==> config.mk <==
export PLATFORM = sky130hd
export DESIGN_NAME = wb_arbiter_flat
export DESIGN_NICKNAME = d
export VERILOG_FILES = /design/src/rtl/wb_pkg.sv /design/src/rtl/wb_arbiter_if.sv /design/src/rtl/wb_arbiter_fifo.sv /design/src/rtl/wb_arbiter.sv /design/src/flat_wrapper.sv
export SDC_FILE = /design/constraint.sdc
export NUM_CORES = 1
export LEC_CHECK = 0
export BUFFER_PORTS_ARGS = -buffer_cell sky130_fd_sc_hd__buf_2
export CELL_PAD_IN_SITES_DETAIL_PLACEMENT = 1
export CELL_PAD_IN_SITES_GLOBAL_PLACEMENT = 1
export CORE_ASPECT_RATIO = 1.4
export CORE_MARGIN = 10
export CORE_UTILIZATION = 40
export CTS_BUF_LIST = sky130_fd_sc_hd__clkbuf_8
export DETAILED_ROUTE_END_ITERATION = 8
export PLACE_DENSITY_LB_ADDON = 0.1
export RECOVER_POWER = 50
export SLEW_MARGIN = 10
export SYNTH_ARGS = -nofsm -noshare
export SYNTH_HDL_FRONTEND = slang
export SYNTH_SLANG_ARGS = --single-unit
==> constraint.sdc <==
create_clock -name clk -period 4.2 [get_ports clk]
set_clock_uncertainty 0.05 [all_clocks]
set_input_delay 0.84 -clock clk [delete_from_list [all_inputs] [get_ports clk]]
set_output_delay 0.84 -clock clk [all_outputs]
set_load 0.05 [all_outputs]
==> src/rtl/wb_pkg.sv <==
// -----------------------------------------------------------------------------
// wb_pkg
// Shared types and constants for the writeback arbiter slice.
//   XLEN        : register data width
//   REG_ADDR_W  : register file address width
//   ZERO_REG    : architectural x0 (hard-wired zero register)
//   wb_entry_t  : one writeback result {rd, data}, also the FIFO element type
// -----------------------------------------------------------------------------
`default_nettype none

package wb_pkg;

  localparam int XLEN       = 32;
  localparam int REG_ADDR_W = 5;

  localparam logic [REG_ADDR_W-1:0] ZERO_REG = 5'd0;

  typedef struct packed {
    logic [REG_ADDR_W-1:0] rd;
    logic [XLEN-1:0]       data;
  } wb_entry_t;

endpackage : wb_pkg

`default_nettype wire

==> src/rtl/wb_arbiter_if.sv <==
// -----------------------------------------------------------------------------
// wb_arbiter_if
// Bundles the writeback arbiter's result sources and register-file write port.
//   pipe_valid/pipe_rd/pipe_data : in-order pipeline result (no backpressure)
//   ll_valid/ll_ready/ll_rd/ll_data : long-latency result, valid/ready
//   pipe_stall : advisory hold request back to the pipeline
//   rd_addr/wr_data/wr_en : registered register-file write port
//   fifo_count : number of buffered long-latency results
// Modports:
//   master : result producers / register-file side (drives the inputs)
//   slave  : the arbiter
// -----------------------------------------------------------------------------
`default_nettype none

interface wb_arbiter_if #(
  parameter int DEPTH = 2
);
  import wb_pkg::*;

  localparam int CNT_W = $clog2(DEPTH) + 1;

  logic                  pipe_valid;
  logic [REG_ADDR_W-1:0] pipe_rd;
  logic [XLEN-1:0]       pipe_data;

  logic                  ll_valid;
  logic                  ll_ready;
  logic [REG_ADDR_W-1:0] ll_rd;
  logic [XLEN-1:0]       ll_data;

  logic                  pipe_stall;

  logic [REG_ADDR_W-1:0] rd_addr;
  logic [XLEN-1:0]       wr_data;
  logic                  wr_en;

  logic [CNT_W-1:0]      fifo_count;

  modport master (
    output pipe_valid, pipe_rd, pipe_data,
    output ll_valid, ll_rd, ll_data,
    input  ll_ready, pipe_stall,
    input  rd_addr, wr_data, wr_en, fifo_count
  );

  modport slave (
    input  pipe_valid, pipe_rd, pipe_data,
    input  ll_valid, ll_rd, ll_data,
    output ll_ready, pipe_stall,
    output rd_addr, wr_data, wr_en, fifo_count
  );

endinterface : wb_arbiter_if

`default_nettype wire

==> src/rtl/wb_arbiter_fifo.sv <==
// -----------------------------------------------------------------------------
// wb_fifo
// Synchronous DEPTH-entry FIFO of wb_entry_t used to park long-latency results
// while the pipeline owns the register-file write port.
// Ports:
//   clk, rst  : clock, synchronous active-high reset (clears pointers/count)
//   i_push    : write i_entry at the tail (caller guarantees not full)
//   i_entry   : entry to push
//   i_pop     : drop the head (caller guarantees not empty)
//   o_head    : current head entry (valid when !o_empty)
//   o_count   : occupancy, 0..DEPTH
//   o_empty   : occupancy is zero
// DEPTH must be a power of two so the pointers wrap naturally.
// -----------------------------------------------------------------------------
`default_nettype none

module wb_fifo
  import wb_pkg::*;
#(
  parameter  int DEPTH = 2,
  localparam int PTR_W = $clog2(DEPTH),
  localparam int CNT_W = PTR_W + 1
) (
  input  wire logic             clk,
  input  wire logic             rst,
  input  wire logic             i_push,
  input  wire wb_entry_t        i_entry,
  input  wire logic             i_pop,
  output wb_entry_t             o_head,
  output logic      [CNT_W-1:0] o_count,
  output logic                  o_empty
);

  wb_entry_t        r_mem [DEPTH];
  logic [PTR_W-1:0] r_wr_ptr;
  logic [PTR_W-1:0] r_rd_ptr;
  logic [CNT_W-1:0] r_count;

  // Storage is data only; contents behind an empty FIFO are never observed.
  always_ff @(posedge clk) begin
    if (i_push) begin
      r_mem[r_wr_ptr] <= i_entry;
    end
  end

  always_ff @(posedge clk) begin
    if (rst) begin
      r_wr_ptr <= '0;
      r_rd_ptr <= '0;
      r_count  <= '0;
    end else begin
      if (i_push) r_wr_ptr <= r_wr_ptr + 1'b1;
      if (i_pop)  r_rd_ptr <= r_rd_ptr + 1'b1;
      case ({i_push, i_pop})
        2'b10:   r_count <= r_count + 1'b1;
        2'b01:   r_count <= r_count - 1'b1;
        default: r_count <= r_count;
      endcase
    end
  end

  assign o_head  = r_mem[r_rd_ptr];
  assign o_count = r_count;
  assign o_empty = (r_count == '0);

endmodule : wb_fifo

`default_nettype wire

==> src/rtl/wb_arbiter.sv <==
// -----------------------------------------------------------------------------
// wb_arbiter
// Writeback arbiter for the single write port of register_file. Merges
// in-order pipeline results (fixed highest priority, no backpressure) with
// long-latency results (valid/ready), parking the latter in wb_fifo while the
// pipeline owns the port. Raises an advisory pipe_stall when buffered results
// have gone STARVE_LIMIT consecutive cycles without being drained.
// Ports:
//   clk  : clock, all state on the rising edge
//   rst  : synchronous active-high reset; flushes the FIFO and any
//          accepted-but-unwritten results
//   bus  : wb_arbiter_if.slave (sources, stall, write port, fifo_count)
// Parameters:
//   DEPTH        : long-latency FIFO entries (power of two, >= 2)
//   STARVE_LIMIT : non-pop cycles with a non-empty FIFO before pipe_stall
// Optional build macro:
//   WB_X0_FILTER_EN : drop results targeting x0 instead of writing them; a
//                     pipeline x0 result then frees the port for a FIFO pop.
// -----------------------------------------------------------------------------
`default_nettype none

module wb_arbiter
  import wb_pkg::*;
#(
  parameter  int DEPTH        = 2,
  parameter  int STARVE_LIMIT = 4,
  localparam int CNT_W        = $clog2(DEPTH) + 1,
  localparam int SW           = $clog2(STARVE_LIMIT + 1)
) (
  input  wire logic    clk,
  input  wire logic    rst,
  wb_arbiter_if.slave  bus
);

  // FIFO interface
  logic             w_push;
  logic             w_pop;
  wb_entry_t        w_head;
  logic [CNT_W-1:0] w_count;
  logic             w_empty;

  // Source qualification
  logic             w_ll_ready;
  logic             w_ll_fire;
  logic             w_pipe_take;
  logic             w_ll_keep;
  wb_entry_t        w_ll_entry;
  wb_entry_t        w_pipe_entry;

  // Selection for the output register
  logic             w_sel_vld;
  wb_entry_t        w_sel;

  // Output register stage
  logic                  r_vld_p1;
  logic [REG_ADDR_W-1:0] r_rd_p1;
  logic [XLEN-1:0]       r_data_p1;

  logic [SW-1:0]         r_starve;

  wb_fifo #(
    .DEPTH (DEPTH)
  ) u_fifo (
    .clk     (clk),
    .rst     (rst),
    .i_push  (w_push),
    .i_entry (w_ll_entry),
    .i_pop   (w_pop),
    .o_head  (w_head),
    .o_count (w_count),
    .o_empty (w_empty)
  );

  assign w_ll_entry   = '{rd: bus.ll_rd,   data: bus.ll_data};
  assign w_pipe_entry = '{rd: bus.pipe_rd, data: bus.pipe_data};

  // ll_ready depends only on registered occupancy so the long-latency source
  // never sees a combinational path from its own valid.
  assign w_ll_ready = !rst && (w_count < CNT_W'(DEPTH));
  assign w_ll_fire  = bus.ll_valid && w_ll_ready;

`ifdef WB_X0_FILTER_EN
  // An x0 pipeline result does not claim the port; an x0 ll result is
  // accepted by the handshake and then silently dropped.
  assign w_pipe_take = bus.pipe_valid && (bus.pipe_rd != ZERO_REG);
  assign w_ll_keep   = w_ll_fire && (bus.ll_rd != ZERO_REG);
`else
  assign w_pipe_take = bus.pipe_valid;
  assign w_ll_keep   = w_ll_fire;
`endif

  // Fixed priority: pipeline, then FIFO head, then direct ll bypass.
  // Bypass only happens with an empty FIFO, which keeps ll results in order.
  always_comb begin
    w_push    = 1'b0;
    w_pop     = 1'b0;
    w_sel_vld = 1'b0;
    w_sel     = w_pipe_entry;
    if (w_pipe_take) begin
      w_sel_vld = 1'b1;
      w_sel     = w_pipe_entry;
      w_push    = w_ll_keep;
    end else if (!w_empty) begin
      w_sel_vld = 1'b1;
      w_sel     = w_head;
      w_pop     = 1'b1;
      w_push    = w_ll_keep;
    end else if (w_ll_keep) begin
      w_sel_vld = 1'b1;
      w_sel     = w_ll_entry;
    end
  end

  // ---- stage p0 -> p1 : register-file write port ----
  // Address/data hold their last value when nothing is selected.
  always_ff @(posedge clk) begin
    if (rst) begin
      r_vld_p1  <= 1'b0;
      r_rd_p1   <= '0;
      r_data_p1 <= '0;
    end else begin
      r_vld_p1 <= w_sel_vld;
      if (w_sel_vld) begin
        r_rd_p1   <= w_sel.rd;
        r_data_p1 <= w_sel.data;
      end
    end
  end

  // Counts consecutive cycles where buffered results could not drain.
  always_ff @(posedge clk) begin
    if (rst) begin
      r_starve <= '0;
    end else if (w_empty || w_pop) begin
      r_starve <= '0;
    end else if (r_starve < SW'(STARVE_LIMIT)) begin
      r_starve <= r_starve + 1'b1;
    end
  end

  assign bus.ll_ready   = w_ll_ready;
  assign bus.pipe_stall = (r_starve == SW'(STARVE_LIMIT));
  assign bus.rd_addr    = r_rd_p1;
  assign bus.wr_data    = r_data_p1;
  assign bus.wr_en      = r_vld_p1;
  assign bus.fifo_count = w_count;

endmodule : wb_arbiter

`default_nettype wire

==> src/flat_wrapper.sv <==
// flat-port wrapper written by rule: the top's interface ports become plain ports
module wb_arbiter_flat import wb_pkg::*;
#(
  parameter  int DEPTH        = 2,
  parameter  int STARVE_LIMIT = 4,
  localparam int CNT_W        = $clog2(DEPTH) + 1,
  localparam int SW           = $clog2(STARVE_LIMIT + 1)
)
  (clk, rst, bus_pipe_valid, bus_pipe_rd, bus_pipe_data, bus_ll_valid, bus_ll_rd, bus_ll_data, bus_ll_ready, bus_pipe_stall, bus_rd_addr, bus_wr_data, bus_wr_en, bus_fifo_count);
  wb_arbiter_if #(.DEPTH(DEPTH)) bus_i ();
  input  wire logic clk;
  input  wire logic rst;
  input wire logic [$bits(bus_i.pipe_valid)-1:0] bus_pipe_valid;
  input wire logic [$bits(bus_i.pipe_rd)-1:0] bus_pipe_rd;
  input wire logic [$bits(bus_i.pipe_data)-1:0] bus_pipe_data;
  input wire logic [$bits(bus_i.ll_valid)-1:0] bus_ll_valid;
  input wire logic [$bits(bus_i.ll_rd)-1:0] bus_ll_rd;
  input wire logic [$bits(bus_i.ll_data)-1:0] bus_ll_data;
  output wire logic [$bits(bus_i.ll_ready)-1:0] bus_ll_ready;
  output wire logic [$bits(bus_i.pipe_stall)-1:0] bus_pipe_stall;
  output wire logic [$bits(bus_i.rd_addr)-1:0] bus_rd_addr;
  output wire logic [$bits(bus_i.wr_data)-1:0] bus_wr_data;
  output wire logic [$bits(bus_i.wr_en)-1:0] bus_wr_en;
  output wire logic [$bits(bus_i.fifo_count)-1:0] bus_fifo_count;
  assign bus_i.pipe_valid = bus_pipe_valid;
  assign bus_i.pipe_rd = bus_pipe_rd;
  assign bus_i.pipe_data = bus_pipe_data;
  assign bus_i.ll_valid = bus_ll_valid;
  assign bus_i.ll_rd = bus_ll_rd;
  assign bus_i.ll_data = bus_ll_data;
  assign bus_ll_ready = bus_i.ll_ready;
  assign bus_pipe_stall = bus_i.pipe_stall;
  assign bus_rd_addr = bus_i.rd_addr;
  assign bus_wr_data = bus_i.wr_data;
  assign bus_wr_en = bus_i.wr_en;
  assign bus_fifo_count = bus_i.fifo_count;
  wb_arbiter #(.DEPTH(DEPTH), .STARVE_LIMIT(STARVE_LIMIT)) u_core (.clk(clk), .rst(rst), .bus(bus_i));
endmodule
==> impl_metrics.ini <==
[detailed_routing]
met2WireLength_mm = 6.83
routed_via_density = 5.48
wl_per_cell_um = 20.3
routed_wl_mm = 12.5
met3WireLength_um = 713
vias = 3368
drt-met1-wl_mm = 4.88
drt_first_pass_iters = 4
top_layer_used = met4
drc = 0
drt_iter0_markers = 97
ant_nets = 0

[clock_network]
cts_htree_levels = 4
clockRootBuffer = clkbuf_8
cts_sinks = 120
numCtsBuffers = 17
tritoncts = yes
clock_latency_ns = 0.41
cts.clk_slew.worst_paths_ns = 0.07
clock_path_buffers = 2
ctsHoldBuffers = 0
postCtsSetupBuffers = 0
cts-resized-gates = 0

[synthesis]
syn_avg_cell_area_um2 = 14.1
syn_inst = 342
yosysSeqAreaShare = 0.650
syn-num-nets = 423
ys_warn_count = 0
syn-cell-area_mm2 = 0.00483
ys_types = 33
synth_seq_cells = 120

[floorplan]
dieArea_mm2 = 0.0169
core_area_mm2 = 0.0118
io_pins = 120
start_util = 0.409
die_h_um = 150
rows = 47
fp.dieW_um = 113

[setup_path]
critical_path_class = flip-flop to flip-flop
max_stage_delay_ns = 1.39
crit_required_ns = 4.48
path_buf_inv = 1
end_kind = flip-flop
slowest_stage = clkbuf_1
critical-path-top-delay-family = buffers and inverters
path_cells = nor2_4 > clkbuf_1 > o21ai_0 > a21oi_1
crit_path_start_kind = flip-flop
crit_arrival_ns = 2.98
cp_max_fo = 40

[sta]
relSlewSlack = -0.287
min_period_over_period = 0.643
setup-violations-final = 0
fin_crit_ns = 2.70
timing.fmax_mhz = 370
fin_tns_setup_ns = 0
hold_violations = 0
slew_violations = 41
rsz0062_at_grt = false
worst_pin_slew_ns = 1.93

[power]
p_leak_uw = 0.00199
p_per_area_mw_per_mm2 = 614
vdd_ir_drop_max_mv = 0.300

[layout]
layout-drive-gt1-share = 0.278
fillers = 1247
fin_cells = 615
area_delta_synth_final_pct = 21.3
n_antenna_cell = 0
final_nets = 536

[outcome]
outcome = finished with violations
violations = max-capacitance violations, max-slew violations

[placement]
gp_congestion = 0.681
placedCellCount = 583
hpwl_mm = 8.42
portBuffers = 119

[grt]
antenna_found_initial = 0
overflow = 0
grt_start_max_net_pins = 69
grt_pass1_wl_mm = 19.8
grt_use_total = 0.147
grt_pass1_vias = 3830

[flow_run]
cap_violations = 1

[min_path]
hold_path.class = flip-flop to flip-flop
## cells in the final DEF, fill, tap and decap left out, types with 7 or more instances in the layout
cell / n
edfxtp_1: 74
mux2_2: 36
a21oi_1: 41
buf_2: 42
o221ai_1: 27
clkbuf_8: 17
bufinv_16: 7
dfxtp_1: 45
nor2_1: 8
o22ai_1: 35
o221ai_2: 10
clkbuf_1: 78
## registers in the layout (all words and copies together) (netlist names), named ones only
register and cells:
u_core.r_starve 3, u_core.bus.wr_data 32, u_core.u_fifo.o_count 2, u_core.bus.rd_addr 5, u_core.u_fifo.r_wr_ptr 1, u_core.bus.wr_en 1, u_core.u_fifo.r_mem 74, u_core.u_fifo.r_rd_ptr 1
## worst register-to-register path: stages, from the launching register on
cell	delay [ns]
dfxtp_1	0.43
nor2_4	0.13
clkbuf_1	1.39
o21ai_0	0.36
a21oi_1	0.26
## kinds of logic (layout without fill, tap and decap cells)
group | count (synthesis) | in the layout | share of synthesized area
XOR/XNOR | 3 | 3 | 0.00544
flip-flops | 120 | 120 | 0.650
multiplexers | 38 | 38 | 0.0880
AND/OR/NAND/NOR | 20 | 20 | 0.0233
buffers and inverters | 36 | 162 | 0.0450
adder cells (fa/ha/maj) | 3 | 3 | 0.00776
AO/OA/AOI/OAI | 122 | 122 | 0.180
## where the power goes
group	switching, uW	internal, uW	leakage, uW
logic	592	271	0.000691
clock network	447	819	0.000244
registers	100	1370	0.00106
total	1140	2460	0.00199
## through the flow
stage               hold WS [ns]   util  total power, uW  setup WS (ns)  area (um2)
floorplan                  0.398      -             2170          0.665        4830
global placement           0.414  0.463             2380           1.28        5470
detailed placement         0.421  0.463             2390           1.14        5470
CTS                        0.430  0.504             3670           1.60        5960
global route               0.446  0.496             3780           1.25        5860
finish                     0.431  0.496             3600           1.50        5860
## layer usage
metal | up-vias | global-route usage
met2 | 83 | 0.268
li1 | 1598 | -
met4 | 0 | 0.0560
met3 | 6 | 0.0533
met5 | - | 0
met1 | 1681 | 0.149
## synthesized netlist by cell type, drive strengths merged
library cell | n | area, um2
a21oi | 41 | 205
o211ai | 1 | 7.51
a31oi | 1 | 6.26
nor2 | 10 | 37.5
dfxtp | 46 | 921
clkbuf | 10 | 37.5
mux2 | 36 | 405
nand2b | 1 | 6.26
or3 | 4 | 25.0
a22oi | 1 | 7.51
o31ai | 1 | 7.51
o22ai | 36 | 231
and2 | 1 | 6.26
edfxtp | 74 | 2220
o21ai | 4 | 20.0
buf | 20 | 158
ha | 3 | 37.5
xor2 | 2 | 17.5
inv | 6 | 22.5
nor3 | 1 | 5.00
or4b | 1 | 13.8
nor3b | 1 | 7.51
xnor2 | 1 | 8.76
mux2i | 2 | 20.0
or4 | 1 | 11.3
o221ai | 37 | 387
## cell type report
class | instances | area, um2 | share of cell area
sequential | 120 | 3140 | 0.536
inverter | 6 | 23.8 | 0.00405
clock buffer | 17 | 234 | 0.0399
multi-input combinational | 186 | 1490 | 0.254
clock inverter | 15 | 256 | 0.0437
tap | 147 | 184 | 0.0314
timing repair buffer | 124 | 533 | 0.0909
## path summary, 6_finish.rpt
| path | cells past startpoint | from | end | slack [ns] |
|---|---|---|---|---|
| worst max-delay path | 4 | u_core.u_fifo.o_count[0] | flip-flop | 1.50 |
| worst min-delay path | 2 | u_core.u_fifo.r_wr_ptr | u_core.u_fifo.r_wr_ptr | 0.43 |
| worst max register to register | 4 | u_core.u_fifo.o_count[0] | flip-flop | 1.50 |
| worst min register to register | 2 | u_core.u_fifo.r_wr_ptr | u_core.u_fifo.r_wr_ptr | 0.43 |
(Power assumes the default switching activity.)
